`config.mk`:
```
export PLATFORM = sky130hd
export DESIGN_NAME = node_scheduler
export DESIGN_NICKNAME = d
export VERILOG_FILES = /design/src/rtl/node_scheduler.sv
export SDC_FILE = /design/constraint.sdc
export NUM_CORES = 1
export LEC_CHECK = 0
export ABC_AREA = 1
export CAP_MARGIN = 5
export CORE_MARGIN = 2
export CORE_UTILIZATION = 63
export CTS_CLUSTER_SIZE = 16
export DETAILED_ROUTE_END_ITERATION = 8
export GPL_TIMING_DRIVEN = 0
export PLACE_DENSITY = 0.9
export SKIP_LAST_GASP = 1
export SLEW_MARGIN = 20
export SYNTH_ARGS = -nofsm -noshare
export SYNTH_HDL_FRONTEND = slang
export SYNTH_SLANG_ARGS = --single-unit
```
`constraint.sdc`:
```
create_clock -name clk -period 6.25 [get_ports clk]
set_input_delay 1.5625 -clock clk [delete_from_list [all_inputs] [get_ports clk]]
set_output_delay 1.5625 -clock clk [all_outputs]
set_load 0.01 [all_outputs]
```
`src/rtl/node_scheduler.sv`:
```
// node_scheduler: autonomous duty-cycle sequencer for the node controller.
// Each sample tick runs READ_SENSOR then WRITE_MEMORY; a full batch is
// flushed as READ_MEMORY/WRITE_RADIO pairs; radio receive is serviced
// between sample jobs. Every op is a REQ -> RUN -> GAP handshake on busy.
module node_scheduler #(
  parameter int unsigned SAMPLE_PERIOD = 1000,
  parameter int unsigned BATCH         = 4,
  parameter int unsigned TIMER_W       = 16,
  parameter int unsigned START_TIMEOUT = 16
) (
  input  logic       clk,
  input  logic       rst_n,
  input  logic       run_i,
  input  logic       rx_pending_i,
  input  logic       clear_err_i,
  input  logic       ctrl_busy_i,
  output logic       ctrl_enable_o,
  output logic [2:0] ctrl_inst_o,
  output logic       sched_busy_o,
  output logic [7:0] stored_cnt_o,
  output logic       batch_sent_o,
  output logic       overrun_o,
  output logic       timeout_err_o
);

  localparam logic [2:0] INST_IDLE         = 3'b000;
  localparam logic [2:0] INST_READ_SENSOR  = 3'b001;
  localparam logic [2:0] INST_READ_RADIO   = 3'b010;
  localparam logic [2:0] INST_WRITE_RADIO  = 3'b011;
  localparam logic [2:0] INST_WRITE_MEMORY = 3'b100;
  localparam logic [2:0] INST_READ_MEMORY  = 3'b101;

  localparam int unsigned TO_W = (START_TIMEOUT > 1) ? $clog2(START_TIMEOUT) : 1;

  localparam logic [TIMER_W-1:0] TIMER_RELOAD = TIMER_W'(SAMPLE_PERIOD - 1);
  localparam logic [TO_W-1:0]    TO_LAST      = TO_W'(START_TIMEOUT - 1);
  localparam logic [7:0]         BATCH_CNT    = 8'(BATCH);

  typedef enum logic [2:0] {
    ST_IDLE,
    ST_SENSE,
    ST_STORE,
    ST_FETCH,
    ST_SEND,
    ST_RECV
  } state_e;

  typedef enum logic [1:0] {
    PH_REQ,
    PH_RUN,
    PH_GAP
  } phase_e;

  state_e state_q, state_d;
  state_e resume_q, resume_d;
  state_e nextOp;
  phase_e phase_q, phase_d;

  logic [TO_W-1:0]    toCnt_q, toCnt_d;
  logic [TIMER_W-1:0] timer_q, timer_d;
  logic               tick;
  logic               tickPend_q, tickPend_d;
  logic               enterSense;
  logic               timeoutSet;
  logic               overrunSet;
  logic [7:0]         storedCnt_q, storedCnt_d;
  logic               batchSent_q, batchSent_d;
  logic               overrun_q, overrun_d;
  logic               timeoutErr_q, timeoutErr_d;
  logic               ctrlEnable_q, ctrlEnable_d;
  logic               schedBusy_q, schedBusy_d;
  logic [2:0]         ctrlInst_q, ctrlInst_d;

  // Instruction code carried by each working state.
  function automatic logic [2:0] opCode(input state_e s);
    logic [2:0] code;
    case (s)
      ST_SENSE: code = INST_READ_SENSOR;
      ST_STORE: code = INST_WRITE_MEMORY;
      ST_FETCH: code = INST_READ_MEMORY;
      ST_SEND:  code = INST_WRITE_RADIO;
      ST_RECV:  code = INST_READ_RADIO;
      default:  code = INST_IDLE;
    endcase
    return code;
  endfunction

  // Sample timer: counts down while running, reloads and ticks at zero.
  always_comb begin
    tick    = 1'b0;
    timer_d = timer_q;
    if (run_i) begin
      if (timer_q == '0) begin
        timer_d = TIMER_RELOAD;
        tick    = 1'b1;
      end else begin
        timer_d = timer_q - 1'b1;
      end
    end
  end

  // Main job sequencer: dispatch from IDLE, REQ/RUN/GAP handshake per op.
  always_comb begin
    state_d     = state_q;
    phase_d     = phase_q;
    toCnt_d     = toCnt_q;
    resume_d    = resume_q;
    storedCnt_d = storedCnt_q;
    batchSent_d = 1'b0;
    timeoutSet  = 1'b0;
    enterSense  = 1'b0;
    nextOp      = ST_IDLE;

    case (state_q)
      ST_IDLE: begin
        phase_d = PH_REQ;
        toCnt_d = '0;
        if (run_i) begin
          if (resume_q != ST_IDLE) begin
            state_d = resume_q;
          end else if (tickPend_q) begin
            state_d    = ST_SENSE;
            enterSense = 1'b1;
          end else if (rx_pending_i) begin
            state_d = ST_RECV;
          end
        end
      end

      default: begin
        case (phase_q)
          PH_REQ: begin
            if (ctrl_busy_i) begin
              phase_d = PH_RUN;
            end else if (toCnt_q == TO_LAST) begin
              timeoutSet = 1'b1;
              state_d    = ST_IDLE;
              phase_d    = PH_REQ;
              toCnt_d    = '0;
            end else begin
              toCnt_d = toCnt_q + 1'b1;
            end
          end

          PH_RUN: begin
            if (!ctrl_busy_i) begin
              phase_d = PH_GAP;
            end
          end

          PH_GAP: begin
            case (state_q)
              ST_SENSE: nextOp = ST_STORE;
              ST_STORE: begin
                if (storedCnt_q != 8'hFF) begin
                  storedCnt_d = storedCnt_q + 8'd1;
                end
                if (storedCnt_d == BATCH_CNT) begin
                  resume_d = ST_FETCH;
                  nextOp   = ST_FETCH;
                end
              end
              ST_FETCH: begin
                resume_d = ST_SEND;
                nextOp   = ST_SEND;
              end
              ST_SEND: begin
                if (storedCnt_q != 8'd0) begin
                  storedCnt_d = storedCnt_q - 8'd1;
                end
                if (storedCnt_d == 8'd0) begin
                  resume_d    = ST_IDLE;
                  batchSent_d = 1'b1;
                  nextOp      = ST_IDLE;
                end else begin
                  resume_d = ST_FETCH;
                  nextOp   = ST_FETCH;
                end
              end
              default: nextOp = ST_IDLE;
            endcase
            state_d = run_i ? nextOp : ST_IDLE;
            phase_d = PH_REQ;
            toCnt_d = '0;
          end

          default: phase_d = PH_REQ;
        endcase
      end
    endcase
  end

  // Tick bookkeeping and sticky error flags; a same-cycle set beats clear.
  always_comb begin
    overrunSet = tick && tickPend_q && !enterSense;
    tickPend_d = tickPend_q;
    if (tick) begin
      tickPend_d = 1'b1;
    end else if (enterSense) begin
      tickPend_d = 1'b0;
    end

    overrun_d = overrun_q;
    if (overrunSet) begin
      overrun_d = 1'b1;
    end else if (clear_err_i) begin
      overrun_d = 1'b0;
    end

    timeoutErr_d = timeoutErr_q;
    if (timeoutSet) begin
      timeoutErr_d = 1'b1;
    end else if (clear_err_i) begin
      timeoutErr_d = 1'b0;
    end
  end

  // Controller-facing outputs decoded from the next state so they register cleanly.
  always_comb begin
    ctrlEnable_d = (state_d != ST_IDLE);
    schedBusy_d  = (state_d != ST_IDLE);
    ctrlInst_d   = INST_IDLE;
    if ((state_d != ST_IDLE) && (phase_d != PH_GAP)) begin
      ctrlInst_d = opCode(state_d);
    end
  end

  // Sequencer, timer and flag registers.
  always_ff @(posedge clk or negedge rst_n) begin
    if (!rst_n) begin
      state_q      <= ST_IDLE;
      phase_q      <= PH_REQ;
      resume_q     <= ST_IDLE;
      toCnt_q      <= '0;
      timer_q      <= TIMER_RELOAD;
      tickPend_q   <= 1'b0;
      storedCnt_q  <= 8'd0;
      batchSent_q  <= 1'b0;
      overrun_q    <= 1'b0;
      timeoutErr_q <= 1'b0;
    end else begin
      state_q      <= state_d;
      phase_q      <= phase_d;
      resume_q     <= resume_d;
      toCnt_q      <= toCnt_d;
      timer_q      <= timer_d;
      tickPend_q   <= tickPend_d;
      storedCnt_q  <= storedCnt_d;
      batchSent_q  <= batchSent_d;
      overrun_q    <= overrun_d;
      timeoutErr_q <= timeoutErr_d;
    end
  end

  // Registered controller interface.
  always_ff @(posedge clk or negedge rst_n) begin
    if (!rst_n) begin
      ctrlEnable_q <= 1'b0;
      schedBusy_q  <= 1'b0;
      ctrlInst_q   <= INST_IDLE;
    end else begin
      ctrlEnable_q <= ctrlEnable_d;
      schedBusy_q  <= schedBusy_d;
      ctrlInst_q   <= ctrlInst_d;
    end
  end

  assign ctrl_enable_o = ctrlEnable_q;
  assign ctrl_inst_o   = ctrlInst_q;
  assign sched_busy_o  = schedBusy_q;
  assign stored_cnt_o  = storedCnt_q;
  assign batch_sent_o  = batchSent_q;
  assign overrun_o     = overrun_q;
  assign timeout_err_o = timeoutErr_q;

endmodule

```
; Yosys cells after proc, flatten, opt, wreduce, memory -nomap -nowiden
; Index checks and enable logic that the tools add are counted.
[word_totals]
regBits = 44
latchBits = 0
ram_bits = 0
rom_bits = 0
in_bits = 6
output_inout_bits = 16
n_memories = 0
[classes]
add_sub_neg = 4
multipliers = 0
n_div = 0
order_cmp = 0
n_eq_ne = 17
shifts = 0
muxes = 54
bitwise = 1
reduce_logical = 20
[op_table]
columns = op, count
row1 = $mux 8, 8
row2 = $mux 3, 10
row3 = $mux 1, 19
row4 = $logic_not 16->1, 1
row5 = $mux 16, 1
row6 = $pmux 8 s2, 1
row7 = $sub 16x1->16 const B, 1
row8 = $pmux 3 s5, 1
row9 = $eq 3x2->1 const B, 4
row10 = $mux 2, 6
row11 = $mux 4, 3
row12 = $pmux 3 s4, 1
row13 = $reduce_bool 3->1, 4
row14 = $eq 3x3->1 const B, 3
row15 = $pmux 3 s3, 1
row16 = $add 8x1->8 const B, 1
row17 = $eq 8x3->1 const B, 1
row18 = $logic_not 8->1, 1
row19 = $ne 8x8->1 const B, 1
row20 = $pmux 4 s2, 1
row21 = $reduce_bool 2->1, 4
row22 = $reduce_bool 8->1, 1
row23 = $sub 8x1->8 const B, 1
row24 = $eq 3x1->1 const B, 2
row25 = 16 further kinds, 19

; Longest topological paths before layout
; Gate-level depths: netlist (run 1).
[depth]
depth_word = 14
ltp_mapped = 18

; Worst setup path before layout (run 1)
; No wires, ideal clock.
[synth_timing]
kind = input to register
from = input port run_i
to = register timer_q[15]
t_arrival_ns = 2.515
t_required_ns = 6.133
path_slack_ns = 3.618
path_stages = 6
path_buffers = 0
cell_sequence = inv_1 -> nor3_1 -> nand4_1 -> or4_1 -> nor2_1 -> nor2_1
[synth_lines]
columns = item, line_no
row1 = "start, declared", 13  ; input logic run_i,
row2 = "end signal, assigned", 246  ; timer_q <= timer_d;
row3 = "end, declared", 60  ; logic [TIMER_W-1:0] timer_q, timer_d;

==> results of run 1 <==
[final cells by class]
type,instances,share of cell area [%]
Inverter,53,6.41
Clock inverter,3,1.41
Sequential cell,43,35.0
Tap cell,50,2.01
Multi-Input combinational cell,277,44.6
Buffer,6,1.13
Timing Repair Buffer,22,7.25
Clock buffer,5,2.22
[layout by cell type, fill, tap and decap left out, types with 2 or more instances in the layout]
cell type / instances
nor3_1: 14
nand3_1: 33
o22ai_1: 2
xor2_1: 7
nand2_1: 87
o21ai_0: 25
nand2_2: 5
and3_1: 2
nand3_2: 4
nor2_2: 5
inv_2: 3
nor2_1: 52
clkbuf_8: 5
nand3b_1: 4
clkdlybuf4s50_1: 20
nand4_1: 4
dfstp_2: 8
a21oi_1: 10
dfrtp_1: 35
clkbuf_1: 3
inv_1: 50
o21ai_1: 2
ha_1: 5
buf_2: 2
or2_2: 3
o31ai_1: 2
[per-stage QoR]
stage	cells	hold WS [ps]	utilization, %	cell area, µm²
after floorplan	379	459	-	2710
after global placement	450	483	73.4	2980
after detailed placement	451	485	73.8	2990
after CTS	459	498	76.5	3110
after global routing	459	527	76.5	3110
final	459	497	76.5	3110
[power breakdown]
group	switching, W	leakage [nW]	internal (W)
Clock	0.0000978	0.0581	0.000119
Sequential	0.000127	0.527	0.000401
Combinational	0.000501	0.947	0.000316
[state kept, by name (all words and copies together) (netlist names)]
signal	cells
tickPend_q	1
toCnt_q	4
sched_busy_o	1
ctrl_inst_o	3
timer_q	16
resume_q	2
timeout_err_o	1
overrun_o	1
phase_q	2
batch_sent_o	1
stored_cnt_o	8
state_q	3
[metal layers]
metal	wire (µm)	GRT usage, %
met5	0	0
met4	159	9.59
met3	288	4.65
met2	2840	41.9
met1	2800	34.2
[cell families after synthesis]
logic type	Yosys count	synth area share (%)
AO/OA/AOI/OAI	46	9.39
XOR/XNOR	8	2.59
adder cells (fa/ha/maj)	5	2.31
buffers and inverters	59	8.65
flip-flops	43	40.1
AND/OR/NAND/NOR	218	36.9
[critical path: stages]
cell and delay, ps:
clkdlybuf4s50_1 610, inv_1 200, nor3_1 240, nand4_1 190
or4_1 460, nand2_1 80, nand2_1 40, nor2_1 100
[worst paths after layout]
| check | start | endpoint | slack (ps) |
|---|---|---|---|
| min in group asynchronous | rst_n | toCnt_q[3] | 1140 |
| setup reg to reg | stored_cnt_o[0] | ctrl_inst_o[0] | 3760 |
| setup / recovery | run_i | timer_q[15] | 3010 |
| max in group asynchronous | rst_n | timer_q[7] | 4590 |
| hold reg to reg | timer_q[10] | timer_q[10] | 500 |
| hold / removal | timer_q[10] | timer_q[10] | 500 |
==> results.yml, run 1 <==
routing:
  dr.pass1.iters: 4
  wl_per_cell_um: 13.3
  drt_iter0_drc: 199
  vias: 2557
  vias_per_cell: 5.57
  drcViolationCount: 0
  routed_wl_mm: 6.09
  ant_nets: 0
placement:
  place_hpwl_mm: 4.54
  portBuffers: 21
  place_ws_ps: 2720
  place_congestion: 0.894
clocking:
  clk_latency_ps: 300
  cts_hold_buf: 0
  cts_tree: "done"
  post_cts_buffers: 0
  cts_sinks: 43
  cts_made_buffers: 5
  htreeDepth: 2
  cts-root-buf: "clkbuf_8"
  cts_resized: 0
  ctsLongestPathBuffers: 2
  path_clk_slew_ps: 90
hold_path:
  hold_depth: 1
  hold_path.class: "reg2reg"
critical_path:
  crit_required_ps: 6480
  worstPathArrival_ps: 3480
  crit_fanout: 7
  r2r_cells: 17
  crit_path_end_kind: "flip-flop"
  path_class: "in2reg"
  start_kind: "input port"
timing:
  fmax_mhz: 308
  finalSetupTns_ps: 0
  max_slew_margin_pct: 60.8
  rsz0062_at_grt: "false"
  slew_viol_final: 0
  setup_slack_ps: 3010
  finalCriticalPeriod_ps: 3240
  worst_pin_slew_ps: 582
  post-route-period-util_pct: 51.9
  finalSetupViolations: 0
  finClkSkew_ps: 7.73
  hold_viol_final: 0
pwr:
  p_total_w: 0.00156
  ir_drop_mv: 0.305
  powerDensity_nw_per_um2: 503
  leakage_nw: 1.53
synth:
  syn_area_um2: 2710
  synth_edf_count: 0
  syn-num-nets: 390
  yosys.area.top_type: "dfrtp_1"
  synth.most_common_cell: "nand2_1"
  ys_top_cells_by_count: "nand2_1, nor2_1, inv_1, dfrtp_1, nand3_1"
  yosysWarnings: 0
  yosysUniqueCellTypes: 37
  synth.top_cell.area_share_pct: 32.4
  ys_seq_area_share_pct: 40.1
  synthArstFlopShare_pct: 100
  synth_area_per_cell_um2: 7.14
  synth_flop_cell: "dfrtp_1"
  yosys-top-cells-area: "dfrtp_1, nand2_1, dfstp_2"
  synth-seq-cells: 43
  synthCells: 379
final_layout:
  diodes: 0
  drive_gt1_share_pct: 11.0
  syn_to_final_growth_pct: 14.8
  multi_input_area_um2: 1390
  num-nets-final: 419
  regArea_um2: 1090
  nFillCells: 329
global_route:
  grt_max_degree: 33
  grt_use_total_pct: 25.7
  grt_pass1_wl_mm: 10.1
  grt-ovfl-total: 0
  grt_pass1_vias: 2297
  antenna_found_initial: 0
floorplan:
  rows: 23
  io_pins: 22
  die_w_um: 69.5
  die_height_um: 69.5
  start_util_pct: 66.7
  fp.dieArea_um2: 4830
  coreArea_um2: 4060
flow_run:
  drv_cap: 0
run_status:
  outcome: "finished clean"
No activity file was read; power rests on OpenSTA's default activity.
==> run 2, diff against run 1 <==
- CORE_UTILIZATION: 63 -> 53
- PLACE_DENSITY: 0.9 -> 0.82
- clock period: 6.25 -> 2.7 ns (I/O delays scaled with it)
==> results.yml, run 2 (synthesis results as in run 1) <==
run_status:
  outcome: "finished clean"
final_layout:
  num-nets-final: 419
  largest-register: "timer_q"
  final_cell_mix: "nand2_1, nor2_1, inv_1"
  syn_to_final_growth_pct: 15.8
  finalNonFillerCells: 479
  largest_reg_flops: 16
  drive_gt1_share_pct: 10.5
  mostFrequentLayoutCell: "nand2_1"
  final_cell_area_um2: 3130
  diodes: 0
global_route:
  antenna_found_initial: 0
  grt_pass1_wl_mm: 9.55
  grt_pass1_vias: 2200
  grt_use_total_pct: 21.9
  grt-ovfl-total: 0
  grt_max_degree: 24
routing:
  routed_wl_mm: 5.78
  drt_iter0_drc: 107
  vias_per_cell: 5.18
  vias: 2479
  wl_per_cell_um: 12.1
  ant_nets: 0
  drcViolationCount: 0
  dr.pass1.iters: 4
critical_path:
  worstPathArrival_ps: 2640
  path_buf_inv: 1
  crit_path_end_kind: "flip-flop"
  max_stage_delay_ps: 480
  worstPathCellList: "inv_1, ha_1, nand2_1, nor2_2, nand3_2, nand2_1, nand3_1, nor2_1, nand2_1, nand2_1, nand2_1, nand2_2, nand3_2, nand2_2, nand2_1, nand2_1, nand2_1, nor2_1"
  path_class: "reg2reg"
  slowest_stage: "dfrtp_1"
  critPathTopFamily: "simple AND/OR/NAND/NOR gates"
  crit_required_ps: 2920
  crit_path_frequent_cell: "nand2_1"
  crit_fanout: 8
  start_kind: "flip-flop"
placement:
  place_area_um2: 3030
  place_inst: 471
  portBuffers: 21
  place_hpwl_mm: 4.46
  place_congestion: 0.956
timing:
  finalSetupViolations: 0
  hold_viol_final: 0
  fmax_mhz: 413
  finalSetupTns_ps: 0
  post-route-period-util_pct: 89.7
  worst_pin_slew_ps: 596
  slew_viol_final: 0
  max_slew_margin_pct: 59.8
  rsz0062_at_grt: "false"
  finalCriticalPeriod_ps: 2420
  finClkSkew_ps: 6.78
floorplan:
  start_util_pct: 54.0
  io_pins: 22
  die_w_um: 75.4
  die_height_um: 75.4
  rows: 26
  fp.dieArea_um2: 5690
  coreArea_um2: 5010
pwr:
  seqPwrFrac_pct: 33.9
  power_frac_comb_pct: 52.4
  powerDensity_nw_per_um2: 1140
  p_sw_share_pct: 45.6
  power.switching_w: 0.00162
  p_total_w: 0.00356
  clock_power_share_pct: 13.7
  ir_drop_mv: 0.686
  leakage_nw: 1.53
  intPower_w: 0.00193
clocking:
  htreeDepth: 2
  cts_tree: "done"
  cts_hold_buf: 0
  post_cts_buffers: 0
  cts_sinks: 43
  ctsLongestPathBuffers: 2
  cts_resized: 0
  clk_latency_ps: 290
  cts_made_buffers: 5
  path_clk_slew_ps: 80
  cts-root-buf: "clkbuf_8"
flow_run:
  drv_cap: 0
hold_path:
  hold_path.class: "in2async"
run 2: path summary, 6_finish.rpt:
kind,startpoint,end,slack [ps],cells after the start
worst max-delay path,stored_cnt_o[0],ctrl_inst_o[0],280,18
worst min-delay path,rst_n,timer_q[14],340,1
worst max register to register,stored_cnt_o[0],ctrl_inst_o[0],280,18
worst min register to register,timer_q[0],timer_q[0],500,2
max in group asynchronous,rst_n,timer_q[5],1780,2
min in group clk,timer_q[0],timer_q[0],500,2
run 2: worst register-to-register path, delay by kind of cell (launching register included):
family,cells,cell delay [ps]
adder cells (fa/ha/maj),1,310
AND/OR/NAND/NOR,16,1380
buffers and inverters,1,190
flip-flops,1,480
run 2: final cells by class:
class / count / area, µm²
clock buffer: 7 / 76.3
timing repair buffer: 22 / 233
sequential: 43 / 1090
inverter: 53 / 199
buffer: 6 / 35.0
tap: 70 / 87.6
fill: 474 / 1880
multi-input combinational: 277 / 1390
clock inverter: 1 / 30.0
run 2: per-layer routing:
metal	vias to the layer above	share of wire, %	track usage (%)
met3	8	3.3	3.84
met4	0	1.9	8.38
li1	1280	-	-
met2	47	48	36.1
met5	-	0	0
met1	1144	47	28.9
run 2: through the flow:
| stage | setup slack [ps] | hold slack, ps | util [%] |
|---|---|---|---|
| 2_1_floorplan | 622 | 379 | - |
| 3_3_place_gp | -161 | 486 | 59.9 |
| 3_5_place_dp | 143 | 491 | 60.4 |
| 4_1_cts | 295 | 362 | 62.5 |
| 5_1_grt | 51.8 | 380 | 62.5 |
| 6_report | 278 | 344 | 62.5 |
run 2: power groups by stage:
stage / Sequential [W] / Clock, W / Combinational [W]
floorplan: 0.00119 / 0 / 0.00135
global placement: 0.00121 / 0 / 0.00181
detailed placement: 0.00122 / 0 / 0.00185
CTS: 0.00121 / 0.000500 / 0.00186
global route: 0.00125 / 0.000524 / 0.00213
finish: 0.00121 / 0.000488 / 0.00186
==> run 3, diff against run 2 <==
- CAP_MARGIN: 5 -> default
==> results of run 3 <==
Final layout, timing and power as in run 2 (identical DEF).
